$ cat src/rtl/vdc_cpu_port.sv
// HuC6270 VDC CPU register port: AR decode, 16-bit register assembly,
// MAWR/MARR/VRR ownership and auto-incrementing VRAM requests to the arbiter.
`timescale 1ns/1ps
module vdc_cpu_port #(
    parameter int unsigned VRAM_AW = 16
) (
    input  logic               clock,
    input  logic               reset_n,
    input  logic               cs_n,
    input  logic               wr_n,
    input  logic               rd_n,
    input  logic [1:0]         a,
    input  logic [7:0]         d_in,
    output logic [7:0]         d_out,
    output logic               busy_n,
    input  logic [5:0]         status_in,
    output logic               status_rd,
    output logic               reg_wr,
    output logic [4:0]         reg_sel,
    output logic [15:0]        reg_data,
    output logic [1:0]         cr_inc,
    output logic               vram_req,
    output logic               vram_we,
    output logic [VRAM_AW-1:0] vram_addr,
    output logic [15:0]        vram_wdata,
    input  logic               vram_ack,
    input  logic [15:0]        vram_rdata
);

    typedef enum logic [1:0] {ST_IDLE, ST_WR, ST_RD} state_t;

    state_t               state_q;
    logic [4:0]           ar_q;
    logic [7:0]           data_lo_q;
    logic [VRAM_AW-1:0]   mawr_q;
    logic [VRAM_AW-1:0]   marr_q;
    logic [15:0]          vrr_q;
    logic [1:0]           cr_inc_q;
    logic                 wr_act_q;
    logic                 rd_act_q;
    logic [7:0]           d_out_q;
    logic                 status_rd_q;
    logic                 reg_wr_q;
    logic [4:0]           reg_sel_q;
    logic [15:0]          reg_data_q;
    logic                 vram_req_q;
    logic                 vram_we_q;
    logic [VRAM_AW-1:0]   vram_addr_q;
    logic [15:0]          vram_wdata_q;

    logic                 wr_act;
    logic                 rd_act;
    logic                 wr_ev;
    logic                 rd_ev;
    logic [15:0]          word;
    logic [VRAM_AW-1:0]   inc;
    logic [VRAM_AW-1:0]   marr_step;
    logic                 commit;
    logic                 vrr_hi_rd;
    logic                 trig_rd;
    logic                 trig_wr;
    logic [VRAM_AW-1:0]   rd_addr;
    logic                 idle;

    // Edge-detected strobes; a simultaneous write suppresses the read.
    assign wr_act = !cs_n && !wr_n;
    assign rd_act = !cs_n && !rd_n;
    assign wr_ev  = wr_act && !wr_act_q;
    assign rd_ev  = rd_act && !rd_act_q && !wr_act;

    assign word      = {d_in, data_lo_q};
    assign commit    = wr_ev && (a == 2'd3);
    assign vrr_hi_rd = rd_ev && (a == 2'd3);
    assign marr_step = marr_q + inc;
    assign trig_rd   = (commit && (ar_q == 5'h01)) || (vrr_hi_rd && (ar_q == 5'h02));
    assign trig_wr   = commit && (ar_q == 5'h02);
    assign rd_addr   = commit ? VRAM_AW'(word) : marr_step;
    assign idle      = (state_q == ST_IDLE);

    always_comb begin
        case (cr_inc_q)
            2'd0: inc = VRAM_AW'(1);
            2'd1: inc = VRAM_AW'(32);
            2'd2: inc = VRAM_AW'(64);
            2'd3: inc = VRAM_AW'(128);
        endcase
    end

    always_ff @(posedge clock or negedge reset_n) begin
        if (!reset_n) begin
            state_q      <= ST_IDLE;
            ar_q         <= 5'd0;
            data_lo_q    <= 8'd0;
            mawr_q       <= '0;
            marr_q       <= '0;
            vrr_q        <= 16'd0;
            cr_inc_q     <= 2'd0;
            wr_act_q     <= 1'b0;
            rd_act_q     <= 1'b0;
            d_out_q      <= 8'd0;
            status_rd_q  <= 1'b0;
            reg_wr_q     <= 1'b0;
            reg_sel_q    <= 5'd0;
            reg_data_q   <= 16'd0;
            vram_req_q   <= 1'b0;
            vram_we_q    <= 1'b0;
            vram_addr_q  <= '0;
            vram_wdata_q <= 16'd0;
        end else begin
            wr_act_q    <= wr_act;
            rd_act_q    <= rd_act;
            reg_wr_q    <= 1'b0;
            status_rd_q <= 1'b0;

            // Outstanding VRAM operation completes on ack.
            case (state_q)
                ST_WR: if (vram_ack) begin
                    mawr_q     <= mawr_q + inc;
                    vram_req_q <= 1'b0;
                    state_q    <= ST_IDLE;
                end
                ST_RD: if (vram_ack) begin
                    vrr_q      <= vram_rdata;
                    vram_req_q <= 1'b0;
                    state_q    <= ST_IDLE;
                end
                default: ;
            endcase

            // Triggers while busy are dropped; the CPU polls busy_n.
            if (idle && (trig_rd || trig_wr)) begin
                state_q     <= trig_wr ? ST_WR : ST_RD;
                vram_req_q  <= 1'b1;
                vram_we_q   <= trig_wr;
                vram_addr_q <= trig_wr ? mawr_q : rd_addr;
                if (trig_wr)
                    vram_wdata_q <= word;
            end

            if (wr_ev) begin
                case (a)
                    2'd0: ar_q      <= d_in[4:0];
                    2'd2: data_lo_q <= d_in;
                    2'd3: begin
                        if (ar_q == 5'h00)
                            mawr_q <= VRAM_AW'(word);
                        if (ar_q == 5'h01)
                            marr_q <= VRAM_AW'(word);
                        if (ar_q == 5'h05)
                            cr_inc_q <= word[12:11];
                        if (ar_q >= 5'h05 && ar_q <= 5'h13) begin
                            reg_wr_q   <= 1'b1;
                            reg_sel_q  <= ar_q;
                            reg_data_q <= word;
                        end
                    end
                    default: ;
                endcase
            end else if (rd_ev) begin
                case (a)
                    2'd0: begin
                        d_out_q     <= {1'b0, !idle, status_in};
                        status_rd_q <= 1'b1;
                    end
                    2'd1: d_out_q <= 8'h00;
                    2'd2: d_out_q <= vrr_q[7:0];
                    2'd3: begin
                        d_out_q <= vrr_q[15:8];
                        if (ar_q == 5'h02)
                            marr_q <= marr_step;
                    end
                endcase
            end
        end
    end

    assign d_out      = d_out_q;
    assign busy_n     = idle;
    assign status_rd  = status_rd_q;
    assign reg_wr     = reg_wr_q;
    assign reg_sel    = reg_sel_q;
    assign reg_data   = reg_data_q;
    assign cr_inc     = cr_inc_q;
    assign vram_req   = vram_req_q;
    assign vram_we    = vram_we_q;
    assign vram_addr  = vram_addr_q;
    assign vram_wdata = vram_wdata_q;

endmodule

$ cat config.mk
export PLATFORM = sky130hd
export DESIGN_NAME = vdc_cpu_port
export DESIGN_NICKNAME = d
export VERILOG_FILES = /design/src/rtl/vdc_cpu_port.sv
export SDC_FILE = /design/constraint.sdc
export NUM_CORES = 1
export LEC_CHECK = 0
export CAP_MARGIN = 20
export CELL_PAD_IN_SITES_DETAIL_PLACEMENT = 1
export CELL_PAD_IN_SITES_GLOBAL_PLACEMENT = 2
export CORE_UTILIZATION = 25
export CTS_BUF_LIST = sky130_fd_sc_hd__clkbuf_8
export DETAILED_ROUTE_END_ITERATION = 12
export GPL_TIMING_DRIVEN = 0
export MAX_ROUTING_LAYER = met4
export PLACE_DENSITY = 0.68
export SYNTH_ARGS = -nofsm -noshare
export SYNTH_HDL_FRONTEND = slang
export SYNTH_SLANG_ARGS = --single-unit
$ cat constraint.sdc
create_clock -name clock -period 3.9 [get_ports clock]
set_input_delay 0.39 -clock clock [delete_from_list [all_inputs] [get_ports clock]]
set_output_delay 0.39 -clock clock [all_outputs]
set_load 0.01 [all_outputs]
=== Word level (Yosys, flattened, before mapping) ===
Cells that the tools add are included.

* Bits of input ports: 38
* Register bits: 132
* Output and inout port bits: 68

* Equal/unequal tests: 12
* Reduce and logical (&&, ||, !) cells: 39
* Add/sub/neg operators: 2
* Bitwise operators: 1
* Magnitude comparators: 2
* Multiplexer cells: 28

{| class="wikitable"
|+ Operators by type and width
! operator !! count
|-
| $mux 16 || 13
|-
| $pmux 16 s4 || 1
|-
| $add 16x16->16 || 2
|-
| $pmux 8 s4 || 1
|-
| $logic_and 1x1->1 || 12
|-
| $reduce_and 2->1 || 6
|-
| $eq 2x2->1 const B || 5
|-
| $mux 1 || 9
|-
| $mux 2 || 4
|-
| $reduce_bool 2->1 || 4
|-
| $logic_not 1->1 || 7
|-
| $eq 2x1->1 const B || 3
|-
| $logic_not 2->1 || 3
|-
| $reduce_and 3->1 || 2
|-
| $eq 5x1->1 const B || 1
|-
| $eq 5x2->1 const B || 1
|-
| $eq 5x3->1 const B || 1
|-
| $ge 5x3->1 const B || 1
|-
| $le 5x5->1 const B || 1
|-
| $logic_not 5->1 || 1
|-
| $reduce_and 4->1 || 1
|-
| $logic_or 1x1->1 || 2
|-
| $ne 2x1->1 const B || 1
|-
| $reduce_or 2->1 || 1
|-
| $not 1->1 || 1
|}

=== Logic depth before layout (Yosys ltp) ===
Gate-level depths: netlist of the first run.

* Word-level depth: 11
* Gate-level depth with buffers: 10

=== Least setup slack after synthesis of the first run ===
OpenSTA, ideal clock, no wires.

* Kind: reg-to-reg
* Start point: reg cr_inc_q[1], in the netlist cr_inc[1]
* End point: reg mawr_q[8]
* Slack: 1655 ps
* Stages on the path, launching flop included: 11
* Setup time: 83 ps
* Arrival time: 2163 ps
* Period minus slack after synthesis: 2245 ps
* Cell sequence: dfrtp_1 buf_2 nor2_1 ha_1 ha_1 and4_1 o21ai_0 a221oi_1 nand2_1 xor2_1 o21ai_0

* Word-level cells in the longest chain between the ends: 8
* Elaborated cells between the ends (all ways): 11

{| class="wikitable"
|+ RTL lines
! item !! RTL line !! source
|-
| start, declared || 38 || <nowiki>logic [1:0] cr_inc_q;</nowiki>
|-
| start signal, assigned || 150 || <nowiki>cr_inc_q <= word[12:11];</nowiki>
|-
| $eq 2x2->1 (tied with other cells) || 81 || <nowiki>case (cr_inc_q)</nowiki>
|-
| $pmux 16 s4 (*) || 81 ||
|-
| $add 16x16->16 (*) || 118 || <nowiki>mawr_q <= mawr_q + inc;</nowiki>
|-
| $mux 16 (*) || 117 || <nowiki>ST_WR: if (vram_ack) begin</nowiki>
|-
| $mux 16 (*) || 116 || <nowiki>case (state_q)</nowiki>
|-
| $mux 16 || 145 || <nowiki>if (ar_q == 5'h00)</nowiki>
|-
| $mux 16 || 141 || <nowiki>case (a)</nowiki>
|-
| $mux 16 (*) || 140 || <nowiki>if (wr_ev) begin</nowiki>
|-
| end signal, assigned || 118 ||
|-
| end signal, assigned || 146 || <nowiki>mawr_q <= VRAM_AW'(word);</nowiki>
|-
| end, declared || 35 || <nowiki>logic [VRAM_AW-1:0] mawr_q;</nowiki>
|}

Mark *: on every way between the ends. The rest lies on a longest branch, timed or not. The select of a mux whose other input is x is not followed.
A chain may end at the register's enable or synchronous reset.

=== Worst setup path in the final report of the first run ===
* Start point: reg cr_inc_q[1], in the netlist cr_inc[1]
* End point: reg mawr_q[10]

The elaborated chain is that of the path after synthesis.

==> out/metrics.csv, run 1 <==
stage;metric;value;unit
run_status;status;finished with violations;
run_status;violations;DRC;
synthesis;syn-cell-area;6670;um2
worst_setup_path;crit_fanout;10;
synthesis;synth_fa_ha_area_share;1.69;%
synthesis;netlist_instances;616;
synthesis;syn_nets;663;
worst_setup_path;arrival;3.28;ns
sta;fin_skew;0.0151;ns
detailed_routing;first_iter_violations;190;
detailed_routing;post_drt_wl_per_cell;19.5;um
sta;slew_viol_final;0;
synthesis;synth_edf_count;0;
floorplanning;die_h;165;um
grt;antenna_found_initial;0;
sta;rsz0062_at_grt;false;
floorplanning;row_count;59;
synthesis;synth_compound_area_share;12.9;%
final_layout;seqCellArea;3300;um2
placement;dp_slack;0.857;ns
final_layout;multiInputGateArea;3150;um2
synthesis;synthMuxAreaShare;16.0;%
synthesis;synth_top_family_by_area;multiplexers;
power_and_ir_drop;switching_share;32.3;%
worst_setup_path;path_cells;buf_2, nor2_1, ha_1, ha_1, and4_1, o21ai_0, a221oi_1, nand2b_1, xor2_1, o21ai_0;
worst_setup_path;cpMaxStageDelayCell;a221oi_1;
detailed_routing;routed-via-count;5178;
clock_tree;cts_made_buffers;17;
synthesis;yosysWarnings;0;
grt;grt_overflow_total;0;
power_and_ir_drop;p_switching;1560;uW
final_layout;fin_area;8620;um2
power_and_ir_drop;pwr_density_cell;560;nW/um2
clock_tree;clockRootBuffer;clkbuf_8;
power_and_ir_drop;p_leak;0.00365;uW
detailed_routing;routed_wl;21300;um
synthesis;yosysUniqueCellTypes;64;
power_and_ir_drop;clkPwrFrac;27.2;%
worst_setup_path;cp-start-kind;flip-flop;
detailed_routing;drt-pass1-iter-count;8;
sta;hold_viol;0;
clock_tree;clock_latency;0.46;ns
grt;grt_pass1_wl;33000;um
power_and_ir_drop;p_seq_share;42.6;%
final_layout;fin_util;33.0;%
floorplanning;die_w;165;um
worst_setup_path;crit_required;4.26;ns
detailed_routing;post_drt_via_cell_ratio;4.75;
power_and_ir_drop;vdd_drop_max;0.210;mV
synthesis;synth_ff_type;dfrtp_1;
sta;min_period_over_period;74.8;%
clock_tree;max-clock-path-buffers;2;
placement;hpwl;15500;um
worst_setup_path;worst_setup_path_end_kind;flip-flop;
final_layout;nFillCells;2967;
floorplanning;dieArea;27300;um2
clock_tree;post_cts_buffers;0;
clock_tree;h-tree-depth;4;
sta;fin_crit;2.92;ns
synthesis;synth_seq_cells;132;
floorplanning;core-area;26100;um2
sta;timing.fmax;343;MHz
job;cap_violations;0;
final_layout;fin_nets;790;
synthesis;synth_seq_area_share;49.5;%
sta;finalWorstSetupSlack;0.981;ns
final_layout;stdcell_count;1090;
power_and_ir_drop;combPwrFrac;30.2;%
floorplanning;io_pins;106;
detailed_routing;drc;4;
placement;placed_cell_area;8170;um2
min_path;hold_path_class;in -> async;
synthesis;async_reset_ff_share;100;%
final_layout;area_growth;29.2;%
synthesis;yosys.area_share.simple;12.6;%
placement;place.gp.congestion;0.795;
synthesis;syn_area_per_cell;10.8;um2
clock_tree;path_clk_slew;0.08;ns
final_layout;diodes;0;
clock_tree;cts_tree;built;
worst_setup_path;critPathKind;reg -> reg;
synthesis;synth_xor_area_share;4.07;%
final_layout;drive_above_1_share;17.7;%
sta;maxSlewHeadroom;52.6;%
grt;first_global_vias;5486;
placement;placed_cells;1057;
clock_tree;clock-sinks;132;
detailed_routing;postRouteAntennaNets;0;
grt;grt_usage;17.0;%
power_and_ir_drop;power.internal;3270;uW
floorplanning;initial_core_util;25.5;%
sta;fin_tns_setup;0;ns
placement;io_buffers;105;
sta;finalSetupViolations;0;
grt;grt_max_degree;92;
worst_setup_path;cp_slowest_stage_delay;0.66;ns
sta;worst_pin_slew;0.707;ns
[layout make-up]
class,instances,share of cell area [%]
well taps,335,4.86
clock inverters,14,2.34
repair buffers,108,12.7
multi-input cells,438,36.6
flip-flops and latches,132,38.3
clock buffers,17,2.71
plain buffers,32,1.90
inverters,14,0.610
[synth_stat cells (3+ instances only)]
cell,number,area [um2]
nand3b_1,4,30.0
o21a_1,4,30.0
buf_2,11,55.1
ha_1,9,113
nand2b_1,3,18.8
and4_1,4,35.0
xnor2_1,21,184
a22oi_1,3,22.5
a2bb2oi_1,3,26.3
nor2_1,50,188
mux2i_1,18,180
nor3_1,14,70.1
buf_6,3,33.8
o211ai_1,5,37.5
mux2_4,8,120
inv_1,14,52.6
mux2_2,67,754
o21ai_0,31,155
nand3_1,10,50.1
dfrtp_1,132,3300
o21ai_1,18,90.1
o2bb2ai_1,3,26.3
xor2_1,10,87.6
a221oi_1,7,61.3
clkbuf_1,16,60.1
a211oi_1,4,30.0
a31oi_1,6,37.5
nand2_1,55,206
a21oi_1,35,175
o22ai_1,5,31.3
[per-layer routing]
layer | GRT usage [%] | vias up | wire, um
li1 | - | 2450 | -
met1 | 21.3 | 2602 | 9550
met5 | - | - | 0
met4 | 4.92 | 0 | 302
met3 | 3.85 | 16 | 1080
met2 | 27.2 | 110 | 10400
[cells by family after synthesis]
logic type	count (synthesis)
xor+xnor	31
compound gates	139
flops	132
buf+inv	46
simple gates	165
fa+ha+maj	9
mux	94
[worst max-delay path: cells and delay by family (launching register included)]
kind                       cells  cell delay [ns]
buffers and inverters          1             0.19
xor gates and xnor gates       1             0.17
and+or+nand+nor                3             0.70
adders and majority gates      2             0.43
AOI/OAI and AO/OA              3             0.95
DFF                            1             0.40
[worst paths after layout]
| kind | cells after the start | slack, ns | end | start |
|---|---|---|---|---|
| worst max-delay path | 10 | 0.98 | mawr_q[10] | cr_inc[1] |
| worst min-delay path | 2 | 0.43 | mawr_q[11] | reset_n |
| worst max register to register | 10 | 0.98 | mawr_q[10] | cr_inc[1] |
| worst min register to register | 1 | 0.49 | vram_addr[1] | vram_addr[1] |
| max in group asynchronous | 3 | 2.64 | vram_addr[3] | reset_n |
| min in group clock | 1 | 0.49 | vram_addr[1] | vram_addr[1] |
[metrics by stage]
stage	hold slack [ns]	power (uW)
after CTS	0.422	4910
after detailed placement	0.352	3560
after global placement	0.469	3520
final	0.426	4830
after global routing	0.432	5130
after floorplan	0.0944	2820
[power groups by stage]
| stage | clock network [uW] | logic [uW] | registers, uW |
|---|---|---|---|
| after floorplan | 0 | 741 | 2080 |
| after global placement | 0 | 1440 | 2080 |
| after detailed placement | 0 | 1470 | 2090 |
| after CTS | 1360 | 1480 | 2070 |
| after global routing | 1400 | 1610 | 2120 |
| final | 1310 | 1460 | 2060 |
[cells in the final DEF (no fill, tap or decap), types with 11 or more instances in the layout]
cell type | synthesis | layout
o21ai_0 | 31 | 31
nor2_1 | 50 | 50
clkdlybuf4s50_1 | 0 | 104
o21ai_1 | 18 | 18
mux2i_1 | 18 | 18
dfrtp_1 | 132 | 132
inv_1 | 14 | 15
xnor2_1 | 21 | 21
mux2_2 | 67 | 67
nor3_1 | 14 | 14
clkbuf_1 | 16 | 16
buf_2 | 11 | 11
clkbuf_8 | 0 | 17
a21oi_1 | 35 | 35
nand2_1 | 55 | 55
[sequential cells by signal, indices dropped and copies added (netlist names), 2 cells and up]
name        flops
reg_data       16
cr_inc          2
d_out           8
ar_q            5
reg_sel         5
state_q         2
marr_q         16
vram_addr      16
mawr_q         16
data_lo_q       8
vrr_q          16
vram_wdata     16
[timing repair]
item	4_1_cts	5_1_grt
hold endpoints to repair	41	0
hold buffers	1	0
gates resized for setup	0	0
No activity file was read; power rests on OpenSTA's default activity.
==> run 2: changes to the inputs <==
Clock period 3.9 ns to 2.8 ns, I/O delays scaled along.
==> out/metrics.csv, run 2 (synthesis results as in run 1) <==
stage;metric;value;unit
floorplanning;die_w;165;um
worst_setup_path;critPathKind;reg -> reg;
placement;io_buffers;105;
power_and_ir_drop;p_leak;0.00366;uW
worst_setup_path;path_cells;buf_2, nor2_2, ha_1, ha_1, and4_2, nand2_1, a311o_1, nor3_1, a21oi_1, o22ai_1;
detailed_routing;routed-via-count;5203;
clock_tree;clock_latency;0.46;ns
detailed_routing;first_iter_violations;177;
floorplanning;initial_core_util;25.5;%
sta;maxSlewHeadroom;49.8;%
worst_setup_path;cp_slowest_stage_delay;0.41;ns
final_layout;final_common_cell;dfrtp_1;
grt;grt_max_degree;92;
sta;min_period_over_period;92.7;%
grt;grt_usage;16.9;%
detailed_routing;routed_wl;21300;um
power_and_ir_drop;power.internal;4550;uW
power_and_ir_drop;p_switching;2180;uW
grt;globalRouteMet1Util;21.3;%
final_layout;nFillCells;2965;
power_and_ir_drop;combPwrFrac;30.2;%
final_layout;multiInputGateArea;3170;um2
sta;finalWorstSetupSlack;0.205;ns
detailed_routing;drt-pass1-iter-count;8;
floorplanning;io_pins;106;
placement;dp_slack;-0.133;ns
sta;timing.fmax;385;MHz
power_and_ir_drop;power;6730;uW
clock_tree;clock-sinks;132;
worst_setup_path;arrival;2.97;ns
clock_tree;max-clock-path-buffers;2;
grt;first_global_vias;5489;
detailed_routing;drc;4;
min_path;hold_path_class;in -> async;
floorplanning;core-area;26100;um2
clock_tree;h-tree-depth;4;
clock_tree;cts_tree;built;
floorplanning;die_h;165;um
sta;fin_skew;0.0141;ns
run_status;violations;DRC;
power_and_ir_drop;switching_share;32.4;%
grt;grt_pass1_wl;33000;um
sta;fin_tns_setup;0;ns
worst_setup_path;worst_setup_path_end_kind;flip-flop;
worst_setup_path;cpMaxStageDelayCell;a311o_1;
job;cap_violations;0;
detailed_routing;post_drt_via_cell_ratio;4.77;
placement;hpwl;15500;um
power_and_ir_drop;vdd_drop_max;0.292;mV
power_and_ir_drop;p_seq_share;42.6;%
final_layout;final_cell_mix;dfrtp_1, clkdlybuf4s50_1, mux2_2;
run_status;status;finished with violations;
grt;met2_usage;27.2;%
placement;place.gp.congestion;0.795;
grt;top_usage_layer;met2;
sta;rsz0062_at_grt;false;
detailed_routing;post_drt_wl_per_cell;19.5;um
final_layout;fin_util;33.1;%
worst_setup_path;ff2ff_path_depth;10;
final_layout;seqCellArea;3300;um2
clock_tree;path_clk_slew;0.08;ns
sta;slew_viol_final;0;
power_and_ir_drop;pwr_density_cell;779;nW/um2
sta;worst_pin_slew;0.748;ns
final_layout;diodes;0;
clock_tree;clockRootBuffer;clkbuf_8;
worst_setup_path;cp-start-kind;flip-flop;
grt;grt_overflow_total;0;
worst_setup_path;crit_top_cell;ha_1;
final_layout;drive_above_1_share;18.4;%
final_layout;area_growth;29.6;%
worst_setup_path;crit_required;3.18;ns
worst_setup_path;crit_fanout;10;
power_and_ir_drop;clkPwrFrac;27.2;%
clock_tree;cts_made_buffers;17;
sta;hold_viol;0;
grt;grtUsageMet3;3.85;%
final_layout;fin_nets;791;
sta;finalSetupViolations;0;
detailed_routing;postRouteAntennaNets;0;
floorplanning;dieArea;27300;um2
sta;fin_crit;2.60;ns
floorplanning;row_count;59;
grt;antenna_found_initial;0;
[run 2: cell type report]
type	instances	share of cell area (%)
sequential	132	38.2
multi-input combinational	438	36.6
timing repair buffer	109	12.8
tap	335	4.85
clock buffer	17	2.71
clock inverter	14	2.33
buffer	32	1.90
inverter	14	0.608
[run 2: repair_timing]
| action | 4_1_cts | 5_1_grt |
|---|---|---|
| buffers inserted | 0 | 1 |
| setup endpoints to repair | 5 | 16 |
| pin swaps | 0 | 1 |
| resized for setup | 2 | 3 |
| hold buffers | 1 | 0 |
| endpoints found under the hold margin | 41 | 0 |
[run 2: metrics by stage]
| stage | area (um2) | hold slack, ns | std cells |
|---|---|---|---|
| floorplan | 6670 | -0.0156 | 616 |
| global placement | 8140 | 0.469 | 1056 |
| detailed placement | 8170 | 0.242 | 1057 |
| CTS | 8630 | 0.312 | 1089 |
| global route | 8640 | 0.322 | 1091 |
| finish | 8640 | 0.317 | 1091 |
[run 2: path summary, 6_finish.rpt]
| path | startpoint | endpoint | slack (ns) |
|---|---|---|---|
| setup reg to reg | cr_inc[1] | marr_q[12] | 0.20 |
| max in group asynchronous | reset_n | vram_addr[3] | 1.66 |
| hold / removal | reset_n | reg_data[11] | 0.32 |
| setup / recovery | cr_inc[1] | marr_q[12] | 0.20 |
| min in group clock | rd_n | rd_act_q | 0.41 |
| hold reg to reg | vram_addr[1] | vram_addr[1] | 0.49 |
[run 2: critical path: cells and delay by family (launching register included)]
| family | cells | cell delay (ns) |
|---|---|---|
| simple gates | 4 | 0.83 |
| compound gates | 3 | 0.62 |
| fa+ha+maj | 2 | 0.49 |
| flops | 1 | 0.40 |
| buf+inv | 1 | 0.19 |
[run 2: power by group through the flow]
| stage | registers [uW] | clock network, uW | logic, uW |
|---|---|---|---|
| 2_1_floorplan | 2890 | 0 | 1030 |
| 3_3_place_gp | 2900 | 0 | 2010 |
| 3_5_place_dp | 2910 | 0 | 2050 |
| 4_1_cts | 2880 | 1890 | 2070 |
| 5_1_grt | 2950 | 1960 | 2240 |
| 6_report | 2870 | 1830 | 2030 |
[run 2: metal layers]
metal	up-vias	part of all wire, %
met3	18	4.6
met1	2623	45
met5	-	0
met2	110	49
met4	0	1.5
li1	2452	-
==> run 3: changes to the inputs <==
Settings changed: CORE_UTILIZATION 25 to 36, PLACE_DENSITY 0.68 to 0.89.
==> out/metrics.csv, run 3 (synthesis results as in run 1) <==
stage;metric;value;unit
grt;grt_max_degree;69;
grt;grt_usage;23.2;%
sta;fin_skew;0.0164;ns
placement;io_buffers;105;
min_path;hold_path_class;in -> async;
sta;min_period_over_period;95.2;%
grt;grt_pass1_wl;32700;um
run_status;status;finished with violations;
sta;slew_viol_final;0;
placement;placed_cells;951;
power_and_ir_drop;p_seq_share;43.4;%
sta;maxSlewHeadroom;36.6;%
sta;timing.fmax;375;MHz
grt;grt_overflow_total;0;
clock_tree;cts_tree;built;
power_and_ir_drop;combPwrFrac;31.3;%
floorplanning;die_h;138;um
floorplanning;dieArea;19100;um2
grt;first_global_vias;5817;
power_and_ir_drop;vdd_drop_max;0.375;mV
power_and_ir_drop;p_leak;0.00364;uW
clock_tree;path_clk_slew;0.08;ns
final_layout;fin_nets;791;
final_layout;final_common_cell;dfrtp_1;
worst_setup_path;arrival;3.01;ns
floorplanning;die_w;138;um
power_and_ir_drop;pwr_density_cell;779;nW/um2
detailed_routing;post_drt_wl_per_cell;20.7;um
power_and_ir_drop;switching_share;33.7;%
sta;worst_pin_slew;0.937;ns
worst_setup_path;crit_required;3.14;ns
sta;hold_viol;0;
worst_setup_path;crit_fanout;10;
final_layout;area_growth;27.5;%
job;cap_violations;0;
detailed_routing;first_iter_violations;256;
floorplanning;initial_core_util;36.9;%
clock_tree;max-clock-path-buffers;2;
detailed_routing;routed_wl;20400;um
grt;antenna_found_initial;0;
power_and_ir_drop;power;6620;uW
worst_setup_path;cp-start-kind;flip-flop;
detailed_routing;postRouteAntennaNets;0;
clock_tree;clock_latency;0.46;ns
sta;finalSetupViolations;0;
clock_tree;clock-sinks;132;
detailed_routing;drc;8;
sta;whs;0.372;ns
worst_setup_path;worst_setup_path_end_kind;flip-flop;
floorplanning;row_count;49;
power_and_ir_drop;p_switching;2230;uW
final_layout;diodes;0;
floorplanning;core-area;18100;um2
power_and_ir_drop;clkPwrFrac;25.3;%
floorplanning;io_pins;106;
detailed_routing;routed-via-count;5372;
run_status;violations;DRC;
clock_tree;clockRootBuffer;clkbuf_8;
power_and_ir_drop;power.internal;4390;uW
detailed_routing;post_drt_via_cell_ratio;5.45;
placement;place.gp.congestion;0.867;
final_layout;final_cell_mix;dfrtp_1, clkdlybuf4s50_1, mux2_2;
clock_tree;cts_made_buffers;17;
placement;hpwl;15000;um
worst_setup_path;critPathKind;reg -> reg;
detailed_routing;drt-pass1-iter-count;8;
final_layout;stdcell_count;986;
clock_tree;h-tree-depth;4;
final_layout;drive_above_1_share;18.9;%
sta;fin_crit;2.67;ns
-- run 3: power groups by stage --
stage | Sequential [uW] | Combinational (uW) | Clock, uW
floorplan | 2890 | 1030 | 0
global placement | 2860 | 1970 | 0
detailed placement | 2910 | 2060 | 0
CTS | 2880 | 2090 | 1720
global route | 2950 | 2250 | 1810
finish | 2880 | 2070 | 1670
-- run 3: final timing paths --
check	start	endpoint	cells after the start	slack [ns]
min	reset_n	vram_wdata[6]	2	0.37
min reg2reg	vram_addr[1]	vram_addr[1]	1	0.50
max reg2reg	cr_inc[1]	vram_addr[10]	10	0.13
max	cr_inc[1]	vram_addr[10]	10	0.13
min in group clock	rd_n	rd_act_q	2	0.40
max in group asynchronous	reset_n	vram_we	3	1.68
-- run 3: layout make-up --
| cell class | count | area, um2 |
|---|---|---|
| fill | 1939 | 9580 |
| buffer | 32 | 164 |
| timing repair buffer | 109 | 1100 |
| clock inverter | 15 | 166 |
| inverter | 14 | 52.6 |
| tap | 229 | 287 |
| sequential | 132 | 3300 |
| multi-input combinational | 438 | 3190 |
| clock buffer | 17 | 234 |
-- run 3: routing by layer --
layer / GRT usage [%] / wire (um)
met2: 39.0 / 10500
met5: - / 0
met1: 27.4 / 8670
met4: 8.63 / 420
met3: 4.68 / 770
-- run 3: repair_timing --
action	in CTS	in global routing
setup buffers	0	2
endpoints found under the hold margin	64	0
resized for setup	2	6
hold buffers	1	0
setup endpoints to repair	5	10
pin swaps	0	2
-- run 3: metrics by stage --
stage | setup WS (ns) | utilization (%) | cell area [um2] | TNS [ns]
after floorplan | 0.555 | - | 6670 | 0
after global placement | -3.73 | 44.3 | 8010 | -490.47
after detailed placement | -0.120 | 44.4 | 8040 | -0.897
after CTS | 0.0373 | 46.7 | 8450 | 0
after global routing | -0.00575 | 47.0 | 8500 | -0.00575
final | 0.134 | 47.0 | 8500 | 0
-- run 3: worst max-delay path: stages (launching register included) --
cell and delay (ns):
dfrtp_1 0.39, buf_2 0.19, nor2_2 0.21, ha_1 0.21, ha_1 0.26, and4_1 0.30
nand2_1 0.21, a31oi_4 0.28, xnor2_1 0.14, a21oi_1 0.28, o21ai_1 0.09
